--- src/rtl/hub75_scan_driver.sv ---
// HUB75 LED panel scan driver: shifts one row pair of colour data per row period,
// latches it, then lights it for a fixed display time before moving to the next row.
module hub75_scan_driver #(
    parameter int COLS     = 64,
    parameter int ROW_BITS = 5,
    parameter int DIV      = 2,
    parameter int OE_ON    = 256
) (
    input  logic                                          clk,
    input  logic                                          rst_n,
    input  logic                                          enable,
    output logic [ROW_BITS+((COLS>1)?$clog2(COLS):1)-1:0] fb_addr,
    input  logic [5:0]                                    fb_data,
    output logic                                          H75_R1,
    output logic                                          H75_G1,
    output logic                                          H75_B1,
    output logic                                          H75_R2,
    output logic                                          H75_G2,
    output logic                                          H75_B2,
    output logic                                          H75_A,
    output logic                                          H75_B,
    output logic                                          H75_C,
    output logic                                          H75_D,
    output logic                                          H75_E,
    output logic                                          H75_Clk,
    output logic                                          H75_Lat,
    output logic                                          H75_OE,
    output logic                                          frame_start
);

    localparam int COL_BITS = (COLS > 1) ? $clog2(COLS) : 1;
    localparam int CNT_MAX  = (2 * DIV > OE_ON) ? 2 * DIV : OE_ON;
    localparam int CNT_W    = $clog2(CNT_MAX + 1);

    localparam logic [CNT_W-1:0]    SHIFT_LAST = CNT_W'(2 * DIV - 1);
    localparam logic [CNT_W-1:0]    RISE_PREV  = CNT_W'(DIV - 1);
    localparam logic [CNT_W-1:0]    CAPTURE_AT = CNT_W'(1);
    localparam logic [CNT_W-1:0]    LATCH_LAST = CNT_W'(DIV - 1);
    localparam logic [CNT_W-1:0]    DISP_LAST  = CNT_W'(OE_ON - 1);
    localparam logic [COL_BITS-1:0] COL_LAST   = COL_BITS'(COLS - 1);
    localparam logic [COL_BITS-1:0] COL_ZERO   = '0;

    typedef enum logic [2:0] {IDLE, SHIFT, BLANK, LATCH, DISPLAY} state_t;

    state_t                       state_reg;
    logic [CNT_W-1:0]             cnt_reg;
    logic [COL_BITS-1:0]          col_reg;
    logic [ROW_BITS-1:0]          row_reg;
    logic [ROW_BITS+COL_BITS-1:0] fb_addr_reg;
    logic [5:0]                   rgb_reg;
    logic [ROW_BITS-1:0]          row_addr_reg;
    logic                         h75_clk_reg;
    logic                         lat_reg;
    logic                         oe_reg;
    logic                         frame_start_reg;

    logic [ROW_BITS-1:0] row_inc;
    logic [COL_BITS-1:0] col_inc;
    logic [4:0]          row_pins;

    assign row_inc = row_reg + 1'b1;
    assign col_inc = col_reg + 1'b1;

    // Every output is a register loaded one clk ahead, so each state's values
    // are set on the transition into it.
    always_ff @(posedge clk or negedge rst_n) begin
        if (!rst_n) begin
            state_reg       <= IDLE;
            cnt_reg         <= '0;
            col_reg         <= '0;
            row_reg         <= '0;
            fb_addr_reg     <= '0;
            rgb_reg         <= '0;
            row_addr_reg    <= '0;
            h75_clk_reg     <= 1'b0;
            lat_reg         <= 1'b0;
            oe_reg          <= 1'b1;
            frame_start_reg <= 1'b0;
        end else begin
            frame_start_reg <= 1'b0;
            case (state_reg)
                IDLE: begin
                    h75_clk_reg <= 1'b0;
                    lat_reg     <= 1'b0;
                    oe_reg      <= 1'b1;
                    if (enable) begin
                        state_reg   <= SHIFT;
                        cnt_reg     <= '0;
                        col_reg     <= '0;
                        fb_addr_reg <= {row_reg, COL_ZERO};
                    end
                end
                SHIFT: begin
                    // fb_data answers the address issued on clk 0, so it is valid on clk 1
                    if (cnt_reg == CAPTURE_AT) begin
                        rgb_reg <= fb_data;
                    end
                    if (cnt_reg == SHIFT_LAST) begin
                        cnt_reg     <= '0;
                        h75_clk_reg <= 1'b0;
                        if (col_reg == COL_LAST) begin
                            state_reg <= BLANK;
                        end else begin
                            col_reg     <= col_inc;
                            fb_addr_reg <= {row_reg, col_inc};
                        end
                    end else begin
                        cnt_reg     <= cnt_reg + 1'b1;
                        h75_clk_reg <= (cnt_reg >= RISE_PREV);
                    end
                end
                BLANK: begin
                    state_reg       <= LATCH;
                    cnt_reg         <= '0;
                    lat_reg         <= 1'b1;
                    row_addr_reg    <= row_reg;
                    frame_start_reg <= (row_reg == '0);
                end
                LATCH: begin
                    if (cnt_reg == LATCH_LAST) begin
                        state_reg <= DISPLAY;
                        cnt_reg   <= '0;
                        lat_reg   <= 1'b0;
                        oe_reg    <= 1'b0;
                    end else begin
                        cnt_reg <= cnt_reg + 1'b1;
                    end
                end
                DISPLAY: begin
                    if (cnt_reg == DISP_LAST) begin
                        oe_reg  <= 1'b1;
                        cnt_reg <= '0;
                        row_reg <= row_inc;
                        if (enable) begin
                            state_reg   <= SHIFT;
                            col_reg     <= '0;
                            fb_addr_reg <= {row_inc, COL_ZERO};
                        end else begin
                            state_reg <= IDLE;
                        end
                    end else begin
                        cnt_reg <= cnt_reg + 1'b1;
                    end
                end
                default: begin
                    state_reg <= IDLE;
                    oe_reg    <= 1'b1;
                end
            endcase
        end
    end

    for (genvar gi = 0; gi < 5; gi++) begin : g_row_pin
        if (gi < ROW_BITS) begin : g_used
            assign row_pins[gi] = row_addr_reg[gi];
        end else begin : g_tied
            assign row_pins[gi] = 1'b0;
        end
    end

    assign fb_addr = fb_addr_reg;
    assign {H75_R1, H75_G1, H75_B1, H75_R2, H75_G2, H75_B2} = rgb_reg;
    assign {H75_E, H75_D, H75_C, H75_B, H75_A} = row_pins;
    assign H75_Clk     = h75_clk_reg;
    assign H75_Lat     = lat_reg;
    assign H75_OE      = oe_reg;
    assign frame_start = frame_start_reg;

endmodule

--- config.mk ---
export PLATFORM = sky130hd
export DESIGN_NAME = hub75_scan_driver
export DESIGN_NICKNAME = d
export VERILOG_FILES = /design/src/rtl/hub75_scan_driver.sv
export SDC_FILE = /design/constraint.sdc
export NUM_CORES = 1
export LEC_CHECK = 0
export CORE_UTILIZATION = 45
export CTS_CLUSTER_DIAMETER = 100
export CTS_CLUSTER_SIZE = 25
export DETAILED_ROUTE_END_ITERATION = 16
export GPL_ROUTABILITY_DRIVEN = 1
export MAX_ROUTING_LAYER = met4
export PLACE_DENSITY = 0.68
export SLEW_MARGIN = 0
export SYNTH_ARGS = -nofsm -noshare
export SYNTH_HDL_FRONTEND = slang
export SYNTH_SLANG_ARGS = --single-unit
--- constraint.sdc ---
create_clock -name clk -period 7.4 [get_ports clk]
set_input_delay 2.22 -clock clk [delete_from_list [all_inputs] [get_ports clk]]
set_output_delay 2.22 -clock clk [all_outputs]
set_load 0.1 [all_outputs]
=== Word-level counts from Yosys, hierarchy flattened ===
Index checks and enable logic that the tools add are counted.

* Word-level logic and storage cells: 76
* Input bits: 9
* Output and inout port bits: 26
* Register bits: 49

* Add/subtract/negate cells: 3
* Reduce and logical (&&, ||, !) cells: 15
* Eq/ne operators: 15
* Magnitude comparators: 1
* Mux-type cells: 30
* Bitwise gates (word level): 1

{| class="wikitable"
|+ Operators by type and width
! cell !! count
|-
| 11-bit 2-to-1 mux || 5
|-
| 9-bit one-hot mux with 5 select lines || 1
|-
| 9-bit 2-to-1 mux || 4
|-
| 11-bit one-hot mux with 3 select lines || 1
|-
| 6-bit 2-to-1 mux || 4
|-
| 6-bit one-hot mux with 3 select lines || 1
|-
| 3-bit 2-to-1 mux || 5
|-
| 3-bit one-hot mux with 5 select lines || 1
|-
| 2-bit inequality test, second input constant || 7
|-
| 9-bit by 1-bit adder with 9-bit output, second input constant || 1
|-
| 9-bit by 1-bit equality test with 1-bit output, second input constant || 1
|-
| 9-bit by 2-bit equality test with 1-bit output, second input constant || 1
|-
| 9-bit by 8-bit equality test with 1-bit output, second input constant || 1
|-
| 9-bit by 1-bit greater-or-equal comparator with 1-bit output, second input constant || 1
|-
| 2-bit AND reduction || 4
|-
| 6-bit by 1-bit adder with 6-bit output, second input constant || 1
|-
| 3-bit by 2-bit equality test with 1-bit output, second input constant || 2
|-
| 6-bit equality test, second input constant || 1
|-
| 1-bit one-hot mux with 3 select lines || 2
|-
| 6-bit AND reduction || 1
|-
| 3-bit nonzero test || 2
|-
| 5-bit by 1-bit adder with 5-bit output, second input constant || 1
|-
| 5-bit zero test || 1
|-
| 1-bit 2-to-1 mux || 5
|-
| 11 further kinds || 11
|}

=== Depth between registers and ports, before layout ===
* Depth after elaboration: 4
* Gate-level depth with buffers: 10
* Mapped depth without buffers: 9

=== Least setup slack after synthesis ===
No wires, ideal clock.

* Path kind: input port to flip-flop
* Start: input enable
* End: register fb_addr_reg[9] (netlist: fb_addr[9])
* Data required time: 7274 ps
* Buffers on the path: 2
* Stages on the path: 5
* Arrival: 3174 ps
* Setup time: 126 ps
* Slack: 4100 ps
* Cell sequence: and2_0 o211a_1 buf_6 buf_6 mux2_4

* Longest elaborated chain between the ends: 2
* Elaborated cells on any way between the ends: 3
* Those cells by class: eq/ne: 2; reduce/logical: 1

{| class="wikitable"
|+ RTL lines
! item !! RTL line !! text
|-
| from (decl) || 11 || <nowiki>input logic enable,</nowiki>
|-
| 2-bit inequality test (no line) || n/a ||
|-
| 6-bit AND reduction (no line) (*) || n/a ||
|-
| to (signal assigned) || 90 || <nowiki>fb_addr_reg <= {row_reg, COL_ZERO};</nowiki>
|-
| to (signal assigned) || 105 || <nowiki>fb_addr_reg <= {row_reg, col_inc};</nowiki>
|-
| to (signal assigned) || 137 || <nowiki>fb_addr_reg <= {row_inc, COL_ZERO};</nowiki>
|-
| to (decl) || 49 || <nowiki>logic [ROW_BITS+COL_BITS-1:0] fb_addr_reg;</nowiki>
|}

Mark *: on every way between the ends. The rest lies on a longest branch, timed or not.
A chain may end at the register's enable or synchronous reset.

=== Worst setup path after layout ===
* Start: register oe_reg (netlist: H75_OE)
* End: output H75_OE

{| class="wikitable"
|+ RTL lines
! item !! RTL line !! text
|-
| from (decl) || 54 || <nowiki>logic oe_reg;</nowiki>
|-
| from (signal assigned) || 77 || <nowiki>oe_reg <= 1'b1;</nowiki>
|-
| from (signal assigned) || 85 || <nowiki>oe_reg <= 1'b1;</nowiki>
|-
| from (signal assigned) || 124 || <nowiki>oe_reg <= 1'b0;</nowiki>
|-
| to (decl) || 27 || <nowiki>output logic H75_OE,</nowiki>
|}

No word-level cell between the ends.

==> flow_summary.yaml <==
timing:
  final.period_utilization: 0.565
  worst_slew_margin_rel: 0.351
  timing.fmax_mhz: 239
  final_critical_path_setup_slack_ns: 3.22
  finalHoldViolations: 0
  rsz0062_at_grt: "false"
  transition_time_at_the_pin_with_the_least_slew_margin_ns: 0.971
  number_of_failing_setup_endpoints_in_the_final_timing_report: 0
  clock_skew_ns: 0.00738
  post-route-min-period_ns: 4.18
  timing.final.max_slew_violations: 0
  fin_setup_tns_ns: 0
placement:
  io_buffers: 34
  placement.setup.worst_slack_ns: 3.31
  gp_congestion: 0.859
  dp_hpwl_um: 3490
synth:
  warnings_from_yosys: 0
  synth_simple_gate_area_share: 0.170
  synth_compound_gate_area_share: 0.114
  portion_of_netlist_area_occupied_by_mux_cells: 0.118
  synth_top_area_cell: "sky130_fd_sc_hd__dfrtp_1"
  synth.avg_cell_area_um2: 10.8
  synth.lib_cells_used.distinct: 54
  ys_top_cells_by_area: "sky130_fd_sc_hd__dfrtp_1, sky130_fd_sc_hd__mux2_2, sky130_fd_sc_hd__ha_1"
  synth_xor_area_frac: 0.0343
  synth_edf_count: 0
  proportion_of_register_bits_with_asynchronous_set_or_reset_after_synthesis: 1.00
  synth.yosys.seq_area_share: 0.481
  netlist.area_leader.share: 0.470
  fraction_of_the_mapped_netlist_area_in_adder_cells: 0.0343
  largest_family_of_logic_cells_by_synthesized_area: "simple AND/OR/NAND/NOR gates"
  netlist_area_um2: 2550
  ys_ff_latch: 49
  postSynthCellCount: 236
  syn-num-nets: 252
  synth_flop_cell: "sky130_fd_sc_hd__dfrtp_1"
hold_path:
  min_to: "rgb_reg[0]"
  worst_hold_path_type: "reg -> reg"
  hold_path.startpoint: "rgb_reg[0]"
  timing.hold.worst_path_depth: 1
floorplanning:
  floorplan.initialDensity: 0.467
  top_level_ports: 35
  die_w_um: 77.3
  fp-row-count: 27
  core_region_area_um2: 5470
  die_area_um2: 5980
  vertical_die_dimension_um: 77.3
route:
  detail_route.first_pass.iterations: 4
  drt_iter0_markers: 139
  detail_route.drc_violations: 0
  drt-total-wl_um: 5040
  postRouteAntennaNets: 0
  wl_per_cell_um: 14.9
  num_vias: 1888
  drt-vias-per-instance: 5.57
job:
  max_cap_viol_count: 0
pwr:
  power_per_cell_area_nw_per_um2: 419
  internal-power_w: 0.000628
  power.leakage_nw: 1.31
  netSwitchingPower_w: 0.000631
  seqPwrFrac: 0.316
  power.share.clock: 0.133
  switching_share: 0.501
  power_frac_comb: 0.550
  ir_worst_vdd_uv: 292
layout:
  diodes: 0
  layout.filler_cells: 507
  post_layout_net_count: 282
  final_layout_size_suffix_gt1_frac: 0.135
  syn_to_final_growth_pct: 17.7
  largest_register_ff_count: 11
clock_network:
  h_tree_depth: 2
  post_cts_hold_buffer_count: 0
  tritoncts.num_buffers: 5
  clkSinkCount: 49
  max-clock-path-buffers: 2
  postCtsSetupRepairBufs: 0
  post_cts_resized: 0
  insertion_delay_of_the_later_clocked_pin_in_the_worst_skew_pair_ns: 0.31
  clock_root_buffer: "sky130_fd_sc_hd__clkbuf_8"
  cts.clk_slew.worst_paths_ns: 0.09
  cts_tree: "built"
worst_setup_path:
  worstRegToRegCells: 8
  cp_data_required_time_ns: 5.18
  arrival_ns: 1.96
  path_max_fanout: 2
  setup.worst_path.start_class: "flop"
  r2r-end: "fb_addr[7]"
  setup.worst_path.start: "H75_OE"
  r2r-start: "cnt_reg[0]"
  critical_path_buf_inv_count: 1
  cp-end-kind: "output port"
  timing.critical_path.slowest_stage_cell: "sky130_fd_sc_hd__clkdlybuf4s50_1"
  criticalPathCategory: "reg -> out"
  r2r_setup_slack_ns: 4.47
  cpLargestDelayFamily: "buffers and inverters"
  critical_path.max_stage_delay_ns: 1.12
  critical_path_cell_sequence: "clkdlybuf4s50_1"
global_route:
  first_pass_grt_wire_length_um: 8810
  first_global_vias: 1873
  antenna_found_initial: 0
  maximum_number_of_pins_on_one_net_before_global_route_repair: 50
  grt_use_total: 0.192
  grt.overflow.total: 0
outcome:
  outcome: "completed"
cell families (layout without fill, tap and decap cells):
| kind of cell | count (synthesis) | after routing |
|---|---|---|
| compound gates | 41 | 41 |
| xor+xnor | 10 | 10 |
| fa+ha+maj | 7 | 7 |
| buf+inv | 26 | 57 |
| flops | 49 | 49 |
| mux | 27 | 27 |
| simple gates | 76 | 76 |
metrics by stage:
stage	utilization	total power, W	cell area (um2)	hold slack, ns	cells
floorplan	-	0.000972	2550	0.493	236
global placement	0.532	0.00109	2910	0.488	331
detailed placement	0.532	0.00110	2910	0.495	331
CTS	0.549	0.00127	3010	0.517	339
global route	0.549	0.00133	3010	0.537	339
finish	0.549	0.00126	3010	0.512	339
final cells by class:
| cell class | instances | area [um2] | area share |
|---|---|---|---|
| clock buffers | 7 | 86.3 | 0.0287 |
| clock inverters | 1 | 7.51 | 0.00250 |
| flip-flops and latches | 49 | 1230 | 0.408 |
| inverters | 14 | 52.6 | 0.0175 |
| repair buffers | 35 | 343 | 0.114 |
| multi-input cells | 161 | 1200 | 0.399 |
| well taps | 72 | 90.1 | 0.0300 |
Yosys cell counts, drive strengths merged, types with 2 or more instances:
cell and number:
and2 3, nand3 9, xnor2 8, o211ai 4, inv 14, a21o 2
a21oi 4, and3 6, mux2i 6, nor3 4, nand2 11, nor2 13
clkbuf 5, ha 7, nor4 3, a31oi 2, o22ai 4, buf 7
dfrtp 48, nand4 8, or3 3, xor2 2, o21ai 11, nand2b 6
o2111ai 3, and4b 2, mux2 21
cell usage in the layout (no fill, tap or decap), types with 4 or more instances in the layout:
cell and instances:
sky130_fd_sc_hd__nand2b_1 6, sky130_fd_sc_hd__mux2_2 20, sky130_fd_sc_hd__nand4_1 8, sky130_fd_sc_hd__dfrtp_1 48, sky130_fd_sc_hd__nand2_1 11, sky130_fd_sc_hd__ha_1 7
sky130_fd_sc_hd__and3_1 6, sky130_fd_sc_hd__nor2_1 13, sky130_fd_sc_hd__o21ai_0 11, sky130_fd_sc_hd__inv_1 14, sky130_fd_sc_hd__nand3_1 9, sky130_fd_sc_hd__mux2i_1 6
sky130_fd_sc_hd__o211ai_1 4, sky130_fd_sc_hd__xnor2_1 8, sky130_fd_sc_hd__clkbuf_8 6, sky130_fd_sc_hd__clkdlybuf4s50_1 33, sky130_fd_sc_hd__o22ai_1 4, sky130_fd_sc_hd__nor3_1 4
worst max-delay path by stage:
| stage | to | cells after the start |
|---|---|---|
| finish | H75_OE | 1 |
| global placement | fb_addr[7] | 4 |
| global route | H75_OE | 1 |
| floorplan | fb_addr[9] | 5 |
| detailed placement | fb_addr[10] | 4 |
| CTS | H75_OE | 1 |
power groups by stage:
stage	Sequential (W)	Clock (W)	Combinational (W)
after floorplan	0.000644	0	0.000329
final	0.000398	0.000168	0.000693
after global routing	0.000412	0.000181	0.000739
after detailed placement	0.000404	0	0.000696
after global placement	0.000401	0	0.000692
after CTS	0.000399	0.000173	0.000698
routing by layer:
| metal | vias up | track usage | routed length (um) |
|---|---|---|---|
| li1 | 914 | - | - |
| met3 | 7 | 0.0353 | 176 |
| met1 | 934 | 0.251 | 2450 |
| met4 | 0 | 0.0774 | 106 |
| met5 | - | - | 0 |
| met2 | 33 | 0.297 | 2310 |
Note: power is estimated with default switching activity, not from simulation.
